File: config.mk
export PLATFORM = sky130hd
export DESIGN_NAME = msp430_dbg_mem_seq
export DESIGN_NICKNAME = d
export VERILOG_FILES = /design/src/rtl/msp430_dbg_mem_seq.sv
export SDC_FILE = /design/constraint.sdc
export NUM_CORES = 1
export LEC_CHECK = 0
export BUFFER_PORTS_ARGS = -buffer_cell sky130_fd_sc_hd__buf_2
export CORE_ASPECT_RATIO = 1.5
export CORE_MARGIN = 1
export CORE_UTILIZATION = 40
export CTS_CLUSTER_SIZE = 24
export DETAILED_ROUTE_END_ITERATION = 10
export PLACE_DENSITY = 0.63
export SYNTH_ARGS = -nofsm -noshare
export SYNTH_HDL_FRONTEND = slang
export SYNTH_SLANG_ARGS = --single-unit
File: constraint.sdc
create_clock -name i_mclk -period 3.7 [get_ports i_mclk]
set_clock_uncertainty 0.15 [all_clocks]
set_input_delay 0.37 -clock i_mclk [delete_from_list [all_inputs] [get_ports i_mclk]]
set_output_delay 0.37 -clock i_mclk [all_outputs]
set_load 0.01 [all_outputs]
File: src/rtl/msp430_dbg_mem_seq.sv
// -----------------------------------------------------------------------------
// msp430_dbg_mem_seq
// Debug-side memory access sequencer. Converts single or burst read/write
// commands from the debug register file into one-cycle memory strobes, captures
// the returned read data one cycle later, steers byte lanes and auto-increments
// the address. Accesses are only issued while the CPU is halted.
//
// Ports:
//   i_mclk, i_puc_rst          clock, asynchronous active-high reset
//   i_cmd_start                one-cycle command launch pulse
//   i_cmd_wr / i_cmd_byte      1 = write / 1 = byte access
//   i_cmd_addr                 start byte address
//   i_cmd_cnt                  number of accesses minus one
//   i_wdata, i_wdata_valid     write data and its handshake for burst words
//   i_dbg_halt_st              CPU halted status
//   i_dbg_mem_din              memory read data, valid one cycle after enable
//   o_dbg_mem_addr/en/wr/dout  memory strobes
//   o_rd_data, o_rd_valid      captured read data and its update pulse
//   o_wdata_ready              waiting for the next burst write word
//   o_busy, o_done, o_err      status: in progress, end pulse, sticky error
// -----------------------------------------------------------------------------
module msp430_dbg_mem_seq #(
   parameter int CNT_W = 16
) (
   input  logic             i_mclk,
   input  logic             i_puc_rst,
   input  logic             i_cmd_start,
   input  logic             i_cmd_wr,
   input  logic             i_cmd_byte,
   input  logic [15:0]      i_cmd_addr,
   input  logic [CNT_W-1:0] i_cmd_cnt,
   input  logic [15:0]      i_wdata,
   input  logic             i_wdata_valid,
   input  logic             i_dbg_halt_st,
   input  logic [15:0]      i_dbg_mem_din,
   output logic [15:0]      o_dbg_mem_addr,
   output logic             o_dbg_mem_en,
   output logic [1:0]       o_dbg_mem_wr,
   output logic [15:0]      o_dbg_mem_dout,
   output logic [15:0]      o_rd_data,
   output logic             o_rd_valid,
   output logic             o_wdata_ready,
   output logic             o_busy,
   output logic             o_done,
   output logic             o_err
);

   typedef enum logic [1:0] {
      ST_IDLE    = 2'd0,
      ST_ACCESS  = 2'd1,
      ST_CAPTURE = 2'd2,
      ST_WAIT_WD = 2'd3
   } state_t;

   state_t           r_state;
   state_t           w_state_nxt;
   logic [15:0]      r_addr;
   logic [CNT_W-1:0] r_cnt;
   logic             r_wr_mode;
   logic             r_byte_mode;
   logic             r_mem_en;
   logic [1:0]       r_mem_wr;
   logic [15:0]      r_mem_addr;
   logic [15:0]      r_mem_dout;
   logic [15:0]      r_rd_data;
   logic             r_rd_valid;
   logic             r_wdata_ready;
   logic             r_busy;
   logic             r_done_evt;
   logic             r_err;

   logic             w_accept;
   logic             w_reject;
   logic             w_cap_end;
   logic             w_wd_abort;
   logic [15:0]      w_issue_addr;
   logic [15:0]      w_addr_inc;
   logic             w_wr_mode;
   logic             w_byte_mode;
   logic [15:0]      w_rd_steer;

   // Next address: +1 for byte, +2 for word, wrapping at 16 bits.
   assign w_addr_inc  = r_addr + (r_byte_mode ? 16'd1 : 16'd2);
   // Mode of the access about to be issued (fresh command or current burst).
   assign w_wr_mode   = w_accept ? i_cmd_wr   : r_wr_mode;
   assign w_byte_mode = w_accept ? i_cmd_byte : r_byte_mode;
   // Byte reads return the addressed lane zero-extended.
   assign w_rd_steer  = r_byte_mode ?
                        {8'h00, (r_addr[0] ? i_dbg_mem_din[15:8] : i_dbg_mem_din[7:0])} :
                        i_dbg_mem_din;

   // Next-state and event decode for the access sequencer.
   always_comb begin
      w_state_nxt  = r_state;
      w_accept     = 1'b0;
      w_reject     = 1'b0;
      w_cap_end    = 1'b0;
      w_wd_abort   = 1'b0;
      w_issue_addr = r_addr;
      case (r_state)
         ST_IDLE: begin
            if (i_cmd_start && i_dbg_halt_st) begin
               w_accept     = 1'b1;
               w_issue_addr = i_cmd_addr;
               w_state_nxt  = ST_ACCESS;
            end else if (i_cmd_start) begin
               w_reject     = 1'b1;
            end else begin
               w_state_nxt  = ST_IDLE;
            end
         end
         ST_ACCESS: begin
            w_state_nxt = ST_CAPTURE;
         end
         ST_CAPTURE: begin
            // The access in flight always completes; only then is halt checked.
            if ((r_cnt == '0) || !i_dbg_halt_st) begin
               w_cap_end   = 1'b1;
               w_state_nxt = ST_IDLE;
            end else if (r_wr_mode) begin
               w_state_nxt = ST_WAIT_WD;
            end else begin
               w_issue_addr = w_addr_inc;
               w_state_nxt  = ST_ACCESS;
            end
         end
         ST_WAIT_WD: begin
            if (!i_dbg_halt_st) begin
               w_wd_abort  = 1'b1;
               w_state_nxt = ST_IDLE;
            end else if (i_wdata_valid) begin
               w_state_nxt = ST_ACCESS;
            end else begin
               w_state_nxt = ST_WAIT_WD;
            end
         end
         default: begin
            w_state_nxt = ST_IDLE;
         end
      endcase
   end

   // State, command context and registered memory/status outputs.
   always_ff @(posedge i_mclk or posedge i_puc_rst) begin
      if (i_puc_rst) begin
         r_state       <= ST_IDLE;
         r_addr        <= 16'h0000;
         r_cnt         <= '0;
         r_wr_mode     <= 1'b0;
         r_byte_mode   <= 1'b0;
         r_mem_en      <= 1'b0;
         r_mem_wr      <= 2'b00;
         r_mem_addr    <= 16'h0000;
         r_mem_dout    <= 16'h0000;
         r_rd_data     <= 16'h0000;
         r_rd_valid    <= 1'b0;
         r_wdata_ready <= 1'b0;
         r_busy        <= 1'b0;
         r_done_evt    <= 1'b0;
         r_err         <= 1'b0;
      end else begin
         r_state       <= w_state_nxt;
         r_mem_en      <= (w_state_nxt == ST_ACCESS);
         r_rd_valid    <= (w_state_nxt == ST_CAPTURE) && !r_wr_mode;
         r_wdata_ready <= (w_state_nxt == ST_WAIT_WD);
         r_busy        <= (w_state_nxt != ST_IDLE);
         // Late done for rejects and write-wait aborts; CAPTURE ends signal directly.
         r_done_evt    <= w_reject || w_wd_abort;

         // Strobes are loaded on entry to ACCESS; address/data then hold.
         if (w_state_nxt == ST_ACCESS) begin
            r_mem_addr <= w_issue_addr;
            if (w_wr_mode) begin
               if (w_byte_mode) begin
                  r_mem_wr   <= w_issue_addr[0] ? 2'b10 : 2'b01;
                  r_mem_dout <= {i_wdata[7:0], i_wdata[7:0]};
               end else begin
                  r_mem_wr   <= 2'b11;
                  r_mem_dout <= i_wdata;
               end
            end else begin
               r_mem_wr <= 2'b00;
            end
         end else begin
            r_mem_wr <= 2'b00;
         end

         if ((r_state == ST_CAPTURE) && !r_wr_mode) begin
            r_rd_data <= w_rd_steer;
         end

         if (w_accept) begin
            r_addr      <= i_cmd_addr;
            r_cnt       <= i_cmd_cnt;
            r_wr_mode   <= i_cmd_wr;
            r_byte_mode <= i_cmd_byte;
         end else if ((r_state == ST_CAPTURE) && !w_cap_end) begin
            r_addr <= w_addr_inc;
            r_cnt  <= r_cnt - CNT_W'(1);
         end

         if (w_accept) begin
            r_err <= 1'b0;
         end else if (w_reject || w_wd_abort || (w_cap_end && !i_dbg_halt_st)) begin
            r_err <= 1'b1;
         end
      end
   end

   assign o_dbg_mem_addr = r_mem_addr;
   assign o_dbg_mem_en   = r_mem_en;
   assign o_dbg_mem_wr   = r_mem_wr;
   assign o_dbg_mem_dout = r_mem_dout;
   // Read data is visible in the CAPTURE cycle itself, then held.
   assign o_rd_data      = r_rd_valid ? w_rd_steer : r_rd_data;
   assign o_rd_valid     = r_rd_valid;
   assign o_wdata_ready  = r_wdata_ready;
   assign o_busy         = r_busy;
   assign o_done         = r_done_evt || w_cap_end;
   assign o_err          = r_err;

endmodule

# After elaboration in Yosys (flattened, before gate mapping)
# Cells that the tools add are included.
# classes
reduce_logical,18
n_addsub,2
eq_ne,6
muxes,37
# op_table
op,n
$mux W16,10
$pmux W16 S2,1
$mux W2,11
$add A16 B2 Y16,1
$logic_not A16 Y1,1
$sub A16 B1 Y16 const B,1
$mux W1,13
$eq A2 B2 Y1 const B,4
$mux W8,1
$pmux W2 S4,1
$reduce_bool A2 Y1,3
$logic_and A1 B1 Y1,5
$eq A2 B1 Y1 const B,2
$logic_or A1 B1 Y1,4
$logic_not A1 Y1,3
$logic_not A2 Y1,1
$reduce_and A2 Y1,1
# word_totals
inputBits,71
wordCells,78
regBits,92
out_inout_bits,56

# Longest topological paths before layout
# Gate-level depths: netlist of the first run.
# logic_depth
word_depth,9
ltp_mapped,11
mapped_depth_nobuf,10

# Worst setup path before layout of the first run
# Ideal clock, no wire load.
# synth_path
path_kind,reg2reg
start,register r_byte_mode
end,"register r_mem_addr[15], in the netlist o_dbg_mem_addr[15]"
path_buffers,0
stages_incl_launch_ff,9
t_required_ns,3.485
setup_ns,0.065
period_less_slack_ns,2.517
arrival_ns,2.301
slack_ns,1.183
cell_sequence,dfrtp_1 -> clkinv_1 -> ha_1 -> a21oi_1 -> nor4_2 -> nand3_1 -> mux2i_1 -> a2111oi_0 -> o22a_1
# synth_between
elab_chain_cells,5
# synth_lines
element,line_no,rtl
"start, declared",60,logic r_byte_mode;
"start signal, assigned",196,r_byte_mode <= i_cmd_byte;
$mux W2,83,assign w_addr_inc = r_addr + (r_byte_mode ? 16'd1 : 16'd2);
$add A16 B2 Y16,83,
$mux W16,120,end else if (r_wr_mode) begin
$mux W16,117,if ((r_cnt == '0) || !i_dbg_halt_st) begin
$pmux W16 S2,100,case (r_state)
"end signal, assigned",172,r_mem_addr <= w_issue_addr;
"end, declared",63,logic [15:0] r_mem_addr;
# No other way between the ends.
# A chain may end at the register's enable or synchronous reset.

# Final worst setup path of the first run
# layout_path
start,register r_cnt[0]
end,"register r_mem_dout[4], in the netlist o_dbg_mem_dout[4]"
# layout_between
elab_chain_cells,6
# layout_lines
element,line_no,rtl
"start, declared",58,logic [CNT_W-1:0] r_cnt;
"start signal, assigned",194,r_cnt <= i_cmd_cnt;
"start signal, assigned",199,r_cnt <= r_cnt - CNT_W'(1);
$logic_not A16 Y1,117,
$logic_or A1 B1 Y1,117,
$mux W2,117,
$pmux W2 S4,100,
$eq A2 B1 Y1,171,if (w_state_nxt == ST_ACCESS) begin
$reduce_and A2 Y1 (no source line),--,
"end signal, assigned",176,"r_mem_dout <= {i_wdata[7:0], i_wdata[7:0]};"
"end signal, assigned",179,r_mem_dout <= i_wdata;
"end, declared",64,logic [15:0] r_mem_dout;
# No other way between the ends.

==> impl_metrics.yaml, run 1 <==
status:
  status: "finished, final reports clean"
place:
  dp_hpwl_um: 11100
  io_buffers: 126
  post_dp_cell_area_um2: 6000
  globalplace.congestion: 0.966
  pre_cts_ws_ns: 0.768
clock_tree:
  ctsLongestPathBuffers: 2
  clkLatencyLatePin_ns: 0.35
  cts_htree_levels: 3
  cts.sinks: 92
  clk_pin_slew_ns: 0.07
  cts_made_buffers: 9
  cts_tree: "done"
  root_buffer: "clkbuf_16"
global_route:
  grt_pass1_vias: 4663
  grt_antenna_before_repair: 0
  grt-ovfl-total: 0
  grt_pass1_wl_um: 23400
  grt_use_total_pct: 22.5
  grt_max_degree: 42
timing:
  clock.fmax_mhz: 337
  min_period_ns: 2.97
  finalHoldViolCount: 0
  setup_tns_ns: 0
  setup_ws_ns: 0.732
  slew_headroom_pct: 40.7
  setup_violations: 0
  period_share_pct: 80.2
  tightestPinTransition_ns: 0.889
  drv_slew: 0
  rsz0062_at_grt: "false"
synthesis:
  synth_ff_type: "dfrtp_1"
  netlist_instances: 607
  syn-num-nets: 682
  synth_edf_count: 0
  synth_cell_types: 68
  synthArstFlopShare_pct: 100
  yosysWarnings: 0
  synthesis.area_um2: 5240
  ys_ff_latch: 92
  seq_area_frac_synth_pct: 43.9
  syn_avg_cell_area_um2: 8.64
routing:
  drt_first_pass_iters: 5
  routedWlPerCell_um: 16.9
  antenna_left: 0
  avgViaCountPerCell: 5.54
  route.detailed.drc: 0
  dr_total_vias: 4883
  drt-total-wl_um: 14900
  drt-initial-drc-count: 361
cells_and_area:
  drive_gt1_share_pct: 24.6
  synthToLayoutAreaGrowth_pct: 20.4
  final_common_cell: "buf_2"
  design_area_um2: 6310
  nets: 795
  layout_common_cells: "126 x buf_2, 92 x dfrtp_1, 89 x nand2_1"
  diodes: 0
die:
  initial_utilization_pct: 41.5
  rows: 50
  fp.dieW_um: 95.5
  die_h_um: 142
  ios: 127
  core-area_um2: 12600
  die_area_um2: 13600
power_and_ir_drop:
  power.density_nw_per_um2: 822
  vdd_drop_max_v: 0.000309
  leakage_nw: 2.85
critical_path:
  critPathMaxFanout: 26
  cp_data_required_time_ns: 3.79
  crit_type: "register to register"
  r2r_slack_ns: 0.73
  start_kind: "register"
  end_kind: "register"
  cp.arrival_ns: 3.05
worst_hold_path:
  hold_class: "input port to register"
flow_run:
  maxCapViolations: 0
-- cells in the mapped netlist (all sizes together) (2+ instances only) --
cell	count	area [um^2]
and2	2	12.5
o21a	2	15.0
nor3b	2	26.3
a31oi	4	31.3
clkbuf	24	90.1
o22ai	7	43.8
xnor2	10	87.6
buf	17	98.8
mux2	8	90.1
nor3	14	70.1
nor2b	2	12.5
nor4b	3	32.5
nand4	8	56.3
nand2	89	334
o21ai	44	220
xor2	6	52.6
ha	3	37.5
a311oi	2	17.5
inv	30	113
o31ai	6	45.0
and4	2	17.5
or2	4	25.0
a211oi	9	67.6
o32ai	2	17.5
a22oi	2	15.0
dfrtp	92	2300
nand2b	3	18.8
or3	4	25.0
a21boi	2	15.0
nor4	7	71.3
nor2	67	259
nand3	12	65.1
a32oi	4	35.0
o311ai	3	26.3
nand4b	2	17.5
a21oi	60	300
mux2i	31	310
or4	2	15.0
-- stage by stage --
stage          utilization [%]  total power (W)  instances  hold WS, ns
5_1_grt                   49.9          0.00559        881       0.0989
4_1_cts                   49.9          0.00521        881       0.0691
2_1_floorplan                -          0.00344        607        0.300
3_5_place_dp              47.5          0.00426        864        0.317
6_report                  49.9          0.00519        881       0.0750
3_3_place_gp              47.5          0.00419        864        0.315
-- registers in the layout, summed over array words and instances (netlist names) --
register        count
r_addr             16
r_byte_mode         1
o_dbg_mem_addr     16
o_busy              1
o_rd_valid          1
r_rd_data          16
r_state             2
o_dbg_mem_dout     16
r_done_evt          1
r_wr_mode           1
o_dbg_mem_wr        2
o_dbg_mem_en        1
o_wdata_ready       1
o_err               1
r_cnt              16
-- critical path, cell delays in order (launching register included) --
cell	delay (ns)
dfrtp_1	0.39
inv_1	0.11
ha_1	0.23
nor4b_2	0.28
nand4_2	0.38
a41oi_2	0.39
nor3b_4	0.22
buf_4	0.30
mux2_2	0.38
-- cell families (layout without fill, tap and decap cells) --
family / count (synthesis) / in the layout / synth area share, %
muxes: 39 / 39 / 7.64
buffers and inverters: 72 / 190 / 5.82
AOI/OAI and AO/OA: 157 / 157 / 18.1
DFF: 92 / 92 / 43.9
and+or+nand+nor: 227 / 227 / 20.8
xor gates and xnor gates: 16 / 16 / 2.67
adders and majority gates: 4 / 4 / 1.10
-- worst paths after layout --
check / start / endpoint / cells past startpoint
max in group asynchronous: i_puc_rst / r_cnt[4] / 4
hold reg to reg: r_rd_data[14] / r_rd_data[14] / 2
setup / recovery: r_cnt[0] / o_dbg_mem_dout[4] / 8
hold / removal: i_cmd_cnt[14] / r_cnt[14] / 3
setup reg to reg: r_cnt[0] / o_dbg_mem_dout[4] / 8
min in group asynchronous: i_puc_rst / o_dbg_mem_dout[13] / 3
-- power by group --
group / internal (W) / switching (W) / total, W
Clock: 0.000527 / 0.000412 / 0.000939
Sequential: 0.00147 / 0.000471 / 0.00194
Combinational: 0.000956 / 0.00135 / 0.00231
-- area by class of cell --
class | count | area (um^2)
flip-flops and latches | 92 | 2300
fillers | 1240 | 6330
clock inverters | 7 | 73.8
multi-input cells | 443 | 2640
well taps | 156 | 195
inverters | 31 | 118
clock buffers | 9 | 225
repair buffers | 143 | 761
-- metal layers --
layer / global-route usage, % / vias to the layer above / part of all wire (%)
li1: - / 2357 / -
met1: 25.9 / 2332 / 40
met2: 40.5 / 169 / 53
met3: 3.10 / 25 / 5.0
met4: 9.90 / 0 / 2.5
met5: 0 / - / 0
-- what timing repair did --
item                       CTS  global route
hold endpoints to repair    39             0
buffers inserted             0             0
setup endpoints to repair    0             0
resized for setup            0             0
hold buffers                 1             0
No activity file was read; power rests on OpenSTA's default activity.
==> run 2, diff against run 1 <==
clock period = 2.95 ns   (was 3.7 ns; I/O delays follow)
==> run 2 against run 1 <==
Critical path depth did not move. First-iteration DRC count fell by 13%. Count of clock-buffer cells in the layout did not move. Wire length rose by 2.7%. Sequential share of layout area fell by 0.46 points. Sequential power rose by 26%. Register-to-register slack got worse by 0.48 ns. Total power rose by 26%. Via count rose by 1.4%. Worst setup slack got worse by 0.48 ns. Global-route usage rose by 0.63 points.
==> impl_metrics.yaml, run 2 (synthesis gave the netlist of run 1 again) <==
power_and_ir_drop:
  vdd_drop_max_v: 0.000408
  leakage_nw: 2.88
  total_power_w: 0.00653
  power.density_nw_per_um2: 1020
cells_and_area:
  utilization_pct: 50.6
  layout_common_cells: "126 x buf_2, 92 x dfrtp_1, 89 x nand2_1"
  synthToLayoutAreaGrowth_pct: 21.9
  diodes: 0
  fill_cells: 1240
  drive_gt1_share_pct: 25.2
  design_area_um2: 6390
  nets: 803
  final_common_cell: "buf_2"
routing:
  avgViaCountPerCell: 5.57
  routedWlPerCell_um: 17.2
  drt-initial-drc-count: 315
  antenna_left: 0
  drt-total-wl_um: 15300
  dr_total_vias: 4953
  drt_first_pass_iters: 5
  route.detailed.drc: 0
die:
  die_area_um2: 13600
  initial_utilization_pct: 41.5
  core-area_um2: 12600
  rows: 50
  ios: 127
  fp.dieW_um: 95.5
  die_h_um: 142
clock_tree:
  ctsLongestPathBuffers: 2
  clk_pin_slew_ns: 0.07
  root_buffer: "clkbuf_16"
  cts_htree_levels: 3
  post-cts-setup-buffer-count: 0
  cts_made_buffers: 9
  cts.sinks: 92
  cts_tree: "done"
  clkLatencyLatePin_ns: 0.35
global_route:
  grt_pass1_vias: 4829
  grt_max_degree: 93
  grt_antenna_before_repair: 0
  grt_pass1_wl_um: 23900
  grt_use_total_pct: 23.1
  grt-ovfl-total: 0
critical_path:
  r2r_cells: 8
  cp_data_required_time_ns: 3.03
  end_kind: "register"
  start_kind: "register"
  critPathMaxFanout: 26
  crit_type: "register to register"
  cp.arrival_ns: 2.78
timing:
  tightestPinTransition_ns: 0.881
  setup_violations: 0
  clock.fmax_mhz: 371
  rsz0062_at_grt: "false"
  drv_slew: 0
  slew_headroom_pct: 41.3
  finalHoldViolCount: 0
  setup_tns_ns: 0
  period_share_pct: 91.4
  min_period_ns: 2.70
  holdWs_ns: 0.0131
flow_run:
  maxCapViolations: 0
place:
  dp_hpwl_um: 11100
  io_buffers: 126
  globalplace.congestion: 0.896
  post_dp_cell_area_um2: 6080
status:
  status: "finished, final reports clean"
worst_hold_path:
  hold_class: "input port to register"
  whs_path_depth: 3
[run 2: cell count changes in the layout (fill, tap and decap cells not counted), sizes merged]
cell         previous run  this run
inv                    31        33
clkinv                  5         3
bufinv                  1         0
clkinvlp                1         2
buf                   142       149
dlygate4sd3             1         2
[run 2: worst paths after layout]
kind | startpoint | end | slack (ns)
min in group asynchronous | i_puc_rst | o_dbg_mem_dout[9] | 0.42
min | i_cmd_cnt[1] | r_cnt[1] | 0.01
max in group asynchronous | i_puc_rst | r_cnt[5] | 1.79
min reg2reg | o_dbg_mem_addr[9] | o_dbg_mem_addr[9] | 0.33
max reg2reg | r_cnt[0] | o_dbg_mem_dout[5] | 0.25
max | r_cnt[0] | o_dbg_mem_dout[5] | 0.25
[run 2: critical path, stage by stage, from the launching register on]
cell     delay (ns)
dfrtp_1        0.38
inv_1          0.09
ha_1           0.23
nor4b_2        0.28
nand4_2        0.22
a41oi_2        0.32
nor3b_4        0.23
buf_4          0.30
mux2_2         0.37
[run 2: cell type report]
cell class | instances | area (um^2) | share of cell area [%]
repair buffers | 151 | 848 | 13.3
inverters | 31 | 118 | 1.84
clock buffers | 9 | 225 | 3.52
multi-input cells | 443 | 2640 | 41.2
clock inverters | 7 | 66.3 | 1.04
flip-flops and latches | 92 | 2300 | 36.0
well taps | 156 | 195 | 3.05
[run 2: per-layer routing]
metal	GRT usage, %	routed length, um
met5	0	0
met4	12.1	578
met3	3.79	862
met2	41.0	7940
met1	26.0	5920
[run 2: repair_timing]
item / in CTS / in global routing
gates resized for setup: 0 / 0
setup endpoints to repair: 0 / 0
hold endpoints to repair: 93 / 0
hold buffers: 2 / 0
[run 2: power breakdown]
part / switching (W) / leakage (nW) / internal, W
Sequential: 0.000606 / 1.09 / 0.00184
Clock: 0.000553 / 0.138 / 0.000594
Combinational: 0.00170 / 1.65 / 0.00124
[run 2: through the flow]
stage | worst slack [ns] | std cells
2_1_floorplan | 0.113 | 607
3_3_place_gp | 0.366 | 871
3_5_place_dp | 0.247 | 871
4_1_cts | 0.241 | 889
5_1_grt | 0.0119 | 889
6_report | 0.253 | 889
